==> src/rtl/uart_tx_sched.sv <==
// uart_tx_sched: transmit scheduler for the multiplayer UART link.
// Collects keeper / shot / score requests plus a periodic heartbeat.
// Grants them round-robin and writes each one as a framed byte packet into
// the UART TX FIFO, stalling while tx_full is high.
// Optional build macro UART_TX_CHKSUM_EN appends an XOR checksum byte to
// every packet. The header length field does not count this byte.
module uart_tx_sched #(
  parameter int HB_PERIOD = 50_000_000,
  parameter int OVR_W     = 8
) (
  input  logic             clk,
  input  logic             rst,
  input  logic             enable,
  input  logic             keeper_req,
  input  logic [11:0]      keeper_x,
  input  logic [11:0]      keeper_y,
  input  logic             shot_req,
  input  logic [11:0]      shot_x,
  input  logic [11:0]      shot_y,
  input  logic             score_req,
  input  logic [2:0]       score_player,
  input  logic [2:0]       score_enemy,
  input  logic             tx_full,
  output logic             wr_uart,
  output logic [7:0]       w_data,
  output logic             busy,
  output logic [OVR_W-1:0] overrun_cnt
);

  localparam int HB_W = (HB_PERIOD > 1) ? $clog2(HB_PERIOD) : 1;

`ifdef UART_TX_CHKSUM_EN
  typedef enum logic [1:0] {IDLE, LOAD, SEND, CHK} state_t;
`else
  typedef enum logic [1:0] {IDLE, LOAD, SEND} state_t;
`endif

  state_t           state_q, state_d;
  logic [3:0]       pend_q, pend_d;
  logic [11:0]      kx_q, kx_d, ky_q, ky_d;
  logic [11:0]      sx_q, sx_d, sy_q, sy_d;
  logic [2:0]       sp_q, sp_d, se_q, se_d;
  logic [1:0]       rr_q, rr_d;
  logic [1:0]       idx_q, idx_d;
  logic [1:0]       len_q, len_d;
  logic [3:0][7:0]  pkt_q, pkt_d;
`ifdef UART_TX_CHKSUM_EN
  logic [7:0]       chk_q, chk_d;
`endif
  logic [OVR_W-1:0] ovr_q, ovr_d;
  logic [OVR_W+1:0] ovr_sum;
  logic [1:0]       ovr_inc;
  logic [HB_W-1:0]  hb_q, hb_d;
  logic             hb_fire;
  logic [3:0]       req_vec;
  logic [1:0]       gnt_idx;
  logic             gnt_found;
  logic             gnt_vld;

  // Packet header byte: fixed 0xA nibble, message type, payload length.
  function automatic logic [7:0] hdr(input logic [1:0] typ, input logic [1:0] len);
    return {4'hA, typ, len};
  endfunction

  // Heartbeat timer: runs only while the link is enabled, fires on its last count.
  always_comb begin
    hb_fire = 1'b0;
    hb_d    = '0;
    if (enable && (HB_PERIOD != 0)) begin
      if (hb_q == HB_W'(HB_PERIOD - 1)) hb_fire = 1'b1;
      else                              hb_d    = hb_q + 1'b1;
    end
  end

  // Round-robin pick: first pending source at or after the rr pointer.
  always_comb begin
    gnt_idx   = rr_q;
    gnt_found = 1'b0;
    for (int k = 0; k < 4; k++) begin
      if (!gnt_found && pend_q[rr_q + 2'(k)]) begin
        gnt_idx   = rr_q + 2'(k);
        gnt_found = 1'b1;
      end
    end
    gnt_vld = (state_q == LOAD) && gnt_found;
  end

  // Request capture: newest data wins; an overwrite of an ungranted pending message counts as overrun.
  always_comb begin
    req_vec = {hb_fire, score_req & enable, shot_req & enable, keeper_req & enable};
    pend_d  = pend_q;
    ovr_inc = 2'd0;
    kx_d = kx_q;  ky_d = ky_q;
    sx_d = sx_q;  sy_d = sy_q;
    sp_d = sp_q;  se_d = se_q;
    for (int i = 0; i < 4; i++) begin
      if (req_vec[i]) begin
        pend_d[i] = 1'b1;
        // Heartbeat (i=3) collisions are dropped silently, never counted.
        if ((i < 3) && pend_q[i] && !(gnt_vld && (gnt_idx == 2'(i))))
          ovr_inc = ovr_inc + 2'd1;
      end else if (gnt_vld && (gnt_idx == 2'(i))) begin
        pend_d[i] = 1'b0;
      end
    end
    if (req_vec[0]) begin kx_d = keeper_x;     ky_d = keeper_y;    end
    if (req_vec[1]) begin sx_d = shot_x;       sy_d = shot_y;      end
    if (req_vec[2]) begin sp_d = score_player; se_d = score_enemy; end
    ovr_sum = {2'b00, ovr_q} + {OVR_W'(0), ovr_inc};
    ovr_d   = (|ovr_sum[OVR_W+1:OVR_W]) ? '1 : ovr_sum[OVR_W-1:0];
  end

  // Packet FSM: load a snapshot of the granted message, then stream its bytes as the FIFO accepts them.
  always_comb begin
    state_d = state_q;
    rr_d    = rr_q;
    idx_d   = idx_q;
    len_d   = len_q;
    pkt_d   = pkt_q;
`ifdef UART_TX_CHKSUM_EN
    chk_d   = chk_q;
`endif
    wr_uart = 1'b0;
    w_data  = 8'h00;
    case (state_q)
      IDLE: begin
        if (|pend_q) state_d = LOAD;
      end
      LOAD: begin
        rr_d    = gnt_idx + 2'd1;
        idx_d   = 2'd0;
        state_d = SEND;
        pkt_d   = '0;
        case (gnt_idx)
          2'd0: begin
            len_d    = 2'd3;
            pkt_d[0] = hdr(2'd0, 2'd3);
            pkt_d[1] = kx_q[11:4];
            pkt_d[2] = {kx_q[3:0], ky_q[11:8]};
            pkt_d[3] = ky_q[7:0];
          end
          2'd1: begin
            len_d    = 2'd3;
            pkt_d[0] = hdr(2'd1, 2'd3);
            pkt_d[1] = sx_q[11:4];
            pkt_d[2] = {sx_q[3:0], sy_q[11:8]};
            pkt_d[3] = sy_q[7:0];
          end
          2'd2: begin
            len_d    = 2'd1;
            pkt_d[0] = hdr(2'd2, 2'd1);
            pkt_d[1] = {2'b00, sp_q, se_q};
          end
          default: begin
            len_d    = 2'd0;
            pkt_d[0] = hdr(2'd3, 2'd0);
          end
        endcase
`ifdef UART_TX_CHKSUM_EN
        // Unused payload slots are zero, so XOR over all four is the checksum.
        chk_d = pkt_d[0] ^ pkt_d[1] ^ pkt_d[2] ^ pkt_d[3];
`endif
      end
      SEND: begin
        if (!tx_full) begin
          wr_uart = 1'b1;
          w_data  = pkt_q[idx_q];
          if (idx_q == len_q) begin
`ifdef UART_TX_CHKSUM_EN
            state_d = CHK;
`else
            state_d = IDLE;
`endif
          end else begin
            idx_d = idx_q + 2'd1;
          end
        end
      end
`ifdef UART_TX_CHKSUM_EN
      CHK: begin
        if (!tx_full) begin
          wr_uart = 1'b1;
          w_data  = chk_q;
          state_d = IDLE;
        end
      end
`endif
      default: state_d = IDLE;
    endcase
  end

  // State, pending flags, latches and counters; reset aborts any packet at once.
  always_ff @(posedge clk or negedge rst) begin
    if (!rst) begin
      state_q <= IDLE;
      pend_q  <= '0;
      kx_q    <= '0;  ky_q <= '0;
      sx_q    <= '0;  sy_q <= '0;
      sp_q    <= '0;  se_q <= '0;
      rr_q    <= 2'd0;
      idx_q   <= '0;
      len_q   <= '0;
      pkt_q   <= '0;
`ifdef UART_TX_CHKSUM_EN
      chk_q   <= '0;
`endif
      ovr_q   <= '0;
      hb_q    <= '0;
    end else begin
      state_q <= state_d;
      pend_q  <= pend_d;
      kx_q    <= kx_d;  ky_q <= ky_d;
      sx_q    <= sx_d;  sy_q <= sy_d;
      sp_q    <= sp_d;  se_q <= se_d;
      rr_q    <= rr_d;
      idx_q   <= idx_d;
      len_q   <= len_d;
      pkt_q   <= pkt_d;
`ifdef UART_TX_CHKSUM_EN
      chk_q   <= chk_d;
`endif
      ovr_q   <= ovr_d;
      hb_q    <= hb_d;
    end
  end

  assign busy        = (state_q != IDLE);
  assign overrun_cnt = ovr_q;

endmodule

==> config.mk <==
export PLATFORM = sky130hd
export DESIGN_NAME = uart_tx_sched
export DESIGN_NICKNAME = d
export VERILOG_FILES = /design/src/rtl/uart_tx_sched.sv
export SDC_FILE = /design/constraint.sdc
export NUM_CORES = 1
export LEC_CHECK = 0
export ABC_AREA = 1
export ABC_CLOCK_PERIOD_IN_PS = 3800
export CAP_MARGIN = 20
export CELL_PAD_IN_SITES_DETAIL_PLACEMENT = 0
export CELL_PAD_IN_SITES_GLOBAL_PLACEMENT = 1
export CORE_UTILIZATION = 42
export CTS_CLUSTER_DIAMETER = 100
export CTS_CLUSTER_SIZE = 40
export DETAILED_ROUTE_END_ITERATION = 12
export PLACE_DENSITY = 0.85
export SYNTH_ARGS = -nofsm -noshare
export SYNTH_HDL_FRONTEND = slang
export SYNTH_SLANG_ARGS = --single-unit
==> constraint.sdc <==
create_clock -name clk -period 3.8 [get_ports clk]
set_input_delay 0.57 -clock clk [delete_from_list [all_inputs] [get_ports clk]]
set_output_delay 0.57 -clock clk [all_outputs]
set_load 0.03 [all_outputs]
After elaboration in Yosys (flattened, before gate mapping):

Cells that the tools add are included.

* register bits: 132
* input port bits: 61
* output and inout port bits: 18
* logic and storage cells: 129

* $add $sub $neg: 9
* order comparisons: 5
* equal/unequal tests: 11
* muxes and demuxes: 51
* bitwise gates (word level): 3
* reduce and logical (&&, ||, !) cells: 30

Operator list (count)
* 2-to-1 mux 26 bit: 2
* 2-to-1 mux 8 bit: 4
* case mux 16 bit (2 select lines): 1
* adder 26 x 1 -> 26 bit (second input constant): 1
* equality test 26 bit (second input constant): 1
* 2-to-1 mux 2 bit: 12
* case mux 8 bit (3 select lines): 1
* 2-to-1 mux 1 bit: 22
* binary-select mux 8 bit (select 2 bit): 1
* less-than comparator 2 x 3 -> 1 bit (second input constant): 5
* case mux 4 bit (3 select lines): 1
* nonzero test 2 bit: 6
* logical AND 1 bit: 11
* adder 2 x 1 -> 2 bit (second input constant): 5
* adder 8 x 2 -> 9 bit: 1
* binary-select mux 1 bit (select 2 bit): 4
* inequality test 2 bit (second input constant): 4
* case mux 2 bit (2 select lines): 2
* equality test 2 bit (second input constant): 3
* logical NOT 1 bit: 6
* case mux 2 bit (3 select lines): 1
* AND reduction 3 bit: 2
* adder 2 bit (second input constant): 2
* equality test 2 x 1 -> 1 bit (second input constant): 2
* 5 further kinds: 9

Longest topological paths before layout:

* word-level depth: 27
* mapped depth: 30
* mapped depth without buffers: 29

Worst setup path after synthesis:

Ideal clock, no wire load.

* path type: register to register
* start point: reg rr_q[0]
* end point: reg ovr_q[2] (netlist: overrun_cnt[2])
* library setup time: 134 ps
* data arrival time: 3288 ps
* required time: 3666 ps
* path slack: 379 ps
* cell stages (with the launch flop): 26
* path buffers: 0
* period minus slack after synthesis: 3421 ps
* path through: dfrtp_1 inv_2 nand2_1 nand2_4 nand2_1 nand2_2 nand4_2 nand2_1 nand2_2 inv_1 ha_1 inv_1 o21ai_0 inv_1 ha_1 nand2_1 nand2_1 nand2_1 nand2_1 inv_1 ha_1 fa_1 nand2_1 inv_1 nand3_1 o21ai_0

* word-level cells in the longest chain between the ends: 27
* elaborated cells on any way between the ends: 48
* classes of those cells: add/sub: 6; eq/ne: 2; mux: 22; reduce/logical: 18

Ends and longest elaborated chain
* start, declared: line 43 `logic [1:0] rr_q, rr_d;`
* start signal, assigned: line 215 `rr_q <= rr_d;`
* branches (longest 23 deep; another with adder 2 x 1 -> 2 bit)
* 2-to-1 mux 2 bit (*): line 97 `if (req_vec[i]) begin`
* adder 8 x 2 -> 9 bit (*): line 109 `ovr_sum = {2'b00, ovr_q} + {OVR_W'(0), ovr_inc};`
* OR reduction 2 bit: line 110 `ovr_d = (|ovr_sum[OVR_W+1:OVR_W]) ? '1 : ovr_sum[OVR_W-1:0];`
* 2-to-1 mux 8 bit (*): line 110
* named net ovr_d[2]: line 50 `logic [OVR_W-1:0] ovr_q, ovr_d;`
* end signal, assigned: line 222 `ovr_q <= ovr_d;`
* end, declared: line 50

Mark *: on every way through the listed nets, which the timed path passes. The select of a mux whose other input is x is not followed.
A chain may end at the register's enable or synchronous reset.

Worst setup path in the final report:

Ends and elaborated chain as after synthesis.

==> metrics.cfg <==
[synthesis]
synth-edff-count=0
synth_compound_area_share_pct=8.26
syn_inst=833
yosys_register_bits=129
syn_area_sq_um=6590
synth_top_family_by_area=simple AND/OR/NAND/NOR gates
synth_flop_cell=dfrtp_1
synthSimpleGateAreaFrac_pct=32.1
synth_mux_area_share_pct=1.02
synth-xor-area-share_pct=1.73
yosys.area_share.adder_pct=2.01
syn-num-nets=904
yosys_warnings=0
yosysSeqAreaShare_pct=49.0
async_flop_share_pct=100
avgSynthCellArea_sq_um=7.91
synth_cell_types=37

[sta]
relSlewSlack_pct=38.6
hold_viol_final=0
rsz0062_at_grt=false
tightest_slew_ns=0.920
layout_setup_ws_ns=0.293
setup_viol=0
slew_viol_final=0
fin_setup_tns_ns=0
fin_crit_sh_pct=92.3
skew_ns=0.00730
period_minus_slack_ns=3.51
fmax_ghz=0.285

[floorplan]
die_area_sq_um=16200
rows=45
core_sq_um=15300
ioPinCount=79
die_h_um=127
start_util_pct=43.2
die_w_um=127

[worst_setup_path]
r2r_start=rr_q[0]$_DFFE_PN0N_
rr_worst_depth=25
cp.arrival_ns=3.79
rrSetupSlack_ns=0.29
r2r-end=overrun_cnt[2]$_DFF_PN0_
startpoint_type=flop
endpoint_kind=flop
cp_max_fo=6
required_ns=4.09
crit_type=flop to flop

[drt]
drtIter0Drc=324
wl_per_cell_um=14.4
drc=0
routed_wl_um=16500
via_count=5622
ant_nets=0
firstDrtPassIters=5
viasPerCell=4.91

[layout]
antenna_cells=0
final_cell_mix=281 x nand2_1, 129 x dfrtp_1, 93 x nor2_1
layout_commonest_cell=nand2_1
post-route-util_pct=54.5
nNetsFinal=991
drive_gt1_share_pct=12.1
area_delta_synth_final_pct=26.1

[clocking]
path_clk_slew_ns=0.06
insertion_delay_ns=0.41
post_cts_buffers=0
clockBufferDepth=2
cts_tree=built
clock-root-buffer=clkbuf_16
ctsResizeCount=0
cts_buffers=17
cts-hold-fix-buffers=0
clock_sinks=129
htree_levels=4

[placement]
preCtsSetupSlack_ns=0.0315
numPortBuffers=78
dp.final_hpwl_um=11500
gp_congestion=0.847

[pwr]
p_total_uw=6270
irDropWorstVdd_uv=420
p_per_area_nw_per_um2=754
p_leak_uw=0.00392

[flow_run]
drv_cap=0

[global_route]
grtUsageTotal_pct=21.9
antenna_found_initial=0
grt-ovfl-total=0
grt_max_degree=69
first_global_vias=5525
grt_pass1_wl_um=27600

[outcome]
status=complete, no violations

[hold_path]
hold_path.class=input port to async pin

==> cells by family (layout without fill, tap and decap cells) <==
kind of cell	after synthesis	in the layout
flip-flops	129	129
multiplexers	6	6
adder cells (fa/ha/maj)	10	10
XOR/XNOR	13	13
buffers and inverters	98	198
AO/OA/AOI/OAI	98	98
AND/OR/NAND/NOR	479	479
==> state kept, by name, indices dropped and copies added (netlist names) <==
register and count:
hb_q 26, ky_q 12, overrun_cnt 8, sy_q 12, idx_q 2, sp_q 3
pend_q 4, sx_q 12, se_q 3, state_q 2, len_q 2, kx_q 12
rr_q 2, pkt_q 29
==> how the worst max path moves through the flow <==
stage / start / end / slack [ns] / depth (start not counted)
CTS: rr_q[1]$_DFFE_PN0N_ / overrun_cnt[2]$_DFF_PN0_ / 0.007 / 25
global placement: rr_q[0]$_DFFE_PN0N_ / overrun_cnt[2]$_DFF_PN0_ / 0.16 / 26
detailed placement: rr_q[1]$_DFFE_PN0N_ / overrun_cnt[2]$_DFF_PN0_ / 0.03 / 25
finish: rr_q[0]$_DFFE_PN0N_ / overrun_cnt[2]$_DFF_PN0_ / 0.29 / 25
floorplan: rr_q[0]$_DFFE_PN0N_ / overrun_cnt[2]$_DFF_PN0_ / 0.38 / 25
global route: rr_q[0]$_DFFE_PN0N_ / overrun_cnt[2]$_DFF_PN0_ / 0.01 / 26
==> stage by stage <==
step	cells	hold WS, ns	instance area (sq um)
floorplan	833	0.274	6590
global placement	1112	0.435	7640
detailed placement	1112	0.438	7640
CTS	1144	0.340	8280
global route	1144	0.377	8310
finish	1144	0.283	8310
==> worst max-delay path, cell delays in order (launching register included) <==
cell and delay (ns):
dfrtp_1 0.40, buf_4 0.17, nand2_1 0.09, nand2_4 0.12, nand2_2 0.05, nand2_2 0.08, nand4_2 0.13, nand2_1 0.12
nand2_2 0.10, inv_2 0.09, ha_2 0.18, inv_1 0.09, o21ai_2 0.18, inv_1 0.06, ha_1 0.26, nand2_1 0.06
nand2_1 0.08, nand2_1 0.06, nand2_1 0.07, inv_1 0.03, ha_1 0.20, fa_2 0.36, nand2_2 0.10, inv_1 0.09
nand3_4 0.11, o21ai_0 0.10
==> report_power, final <==
part | switching (uW) | internal, uW | total, uW
Sequential | 229 | 1690 | 1920
Combinational | 1670 | 901 | 2570
Clock | 616 | 1160 | 1770
Total | 2510 | 3750 | 6270
==> cell type report <==
type                    count  area (sq um)
clock buffers              21           470
clock inverters            11           175
fillers                  1476          6950
inverters                  74           280
multi-input cells         606          3000
flip-flops and latches    129          3230
well taps                 211           264
repair buffers             92           896
==> per-layer routing <==
layer | global-route usage (%) | wire length, um | vias up | part of all wire (%)
met4 | 3.57 | 112 | 0 | 0.68
met5 | 0 | 0 | - | 0
met1 | 29.4 | 7720 | 2664 | 47
li1 | - | - | 2823 | -
met2 | 36.9 | 7980 | 123 | 48
met3 | 4.69 | 651 | 12 | 4.0
==> synthesized netlist by cell type, types with 7 or more instances <==
cell type,number,area (sq um)
nand2_1,283,1060
a22o_1,7,61.3
nand4_1,7,43.8
a21oi_1,51,255
dfrtp_1,129,3230
inv_2,10,37.5
inv_1,61,229
nor3_1,12,60.1
o22ai_1,13,81.3
o21ai_0,23,115
ha_1,9,113
buf_2,10,50.1
nand3_1,38,190
nand2_2,18,113
nor2_1,93,349
xor2_1,9,78.8
clkbuf_1,9,33.8
Note: power is estimated with default switching activity, not from simulation.
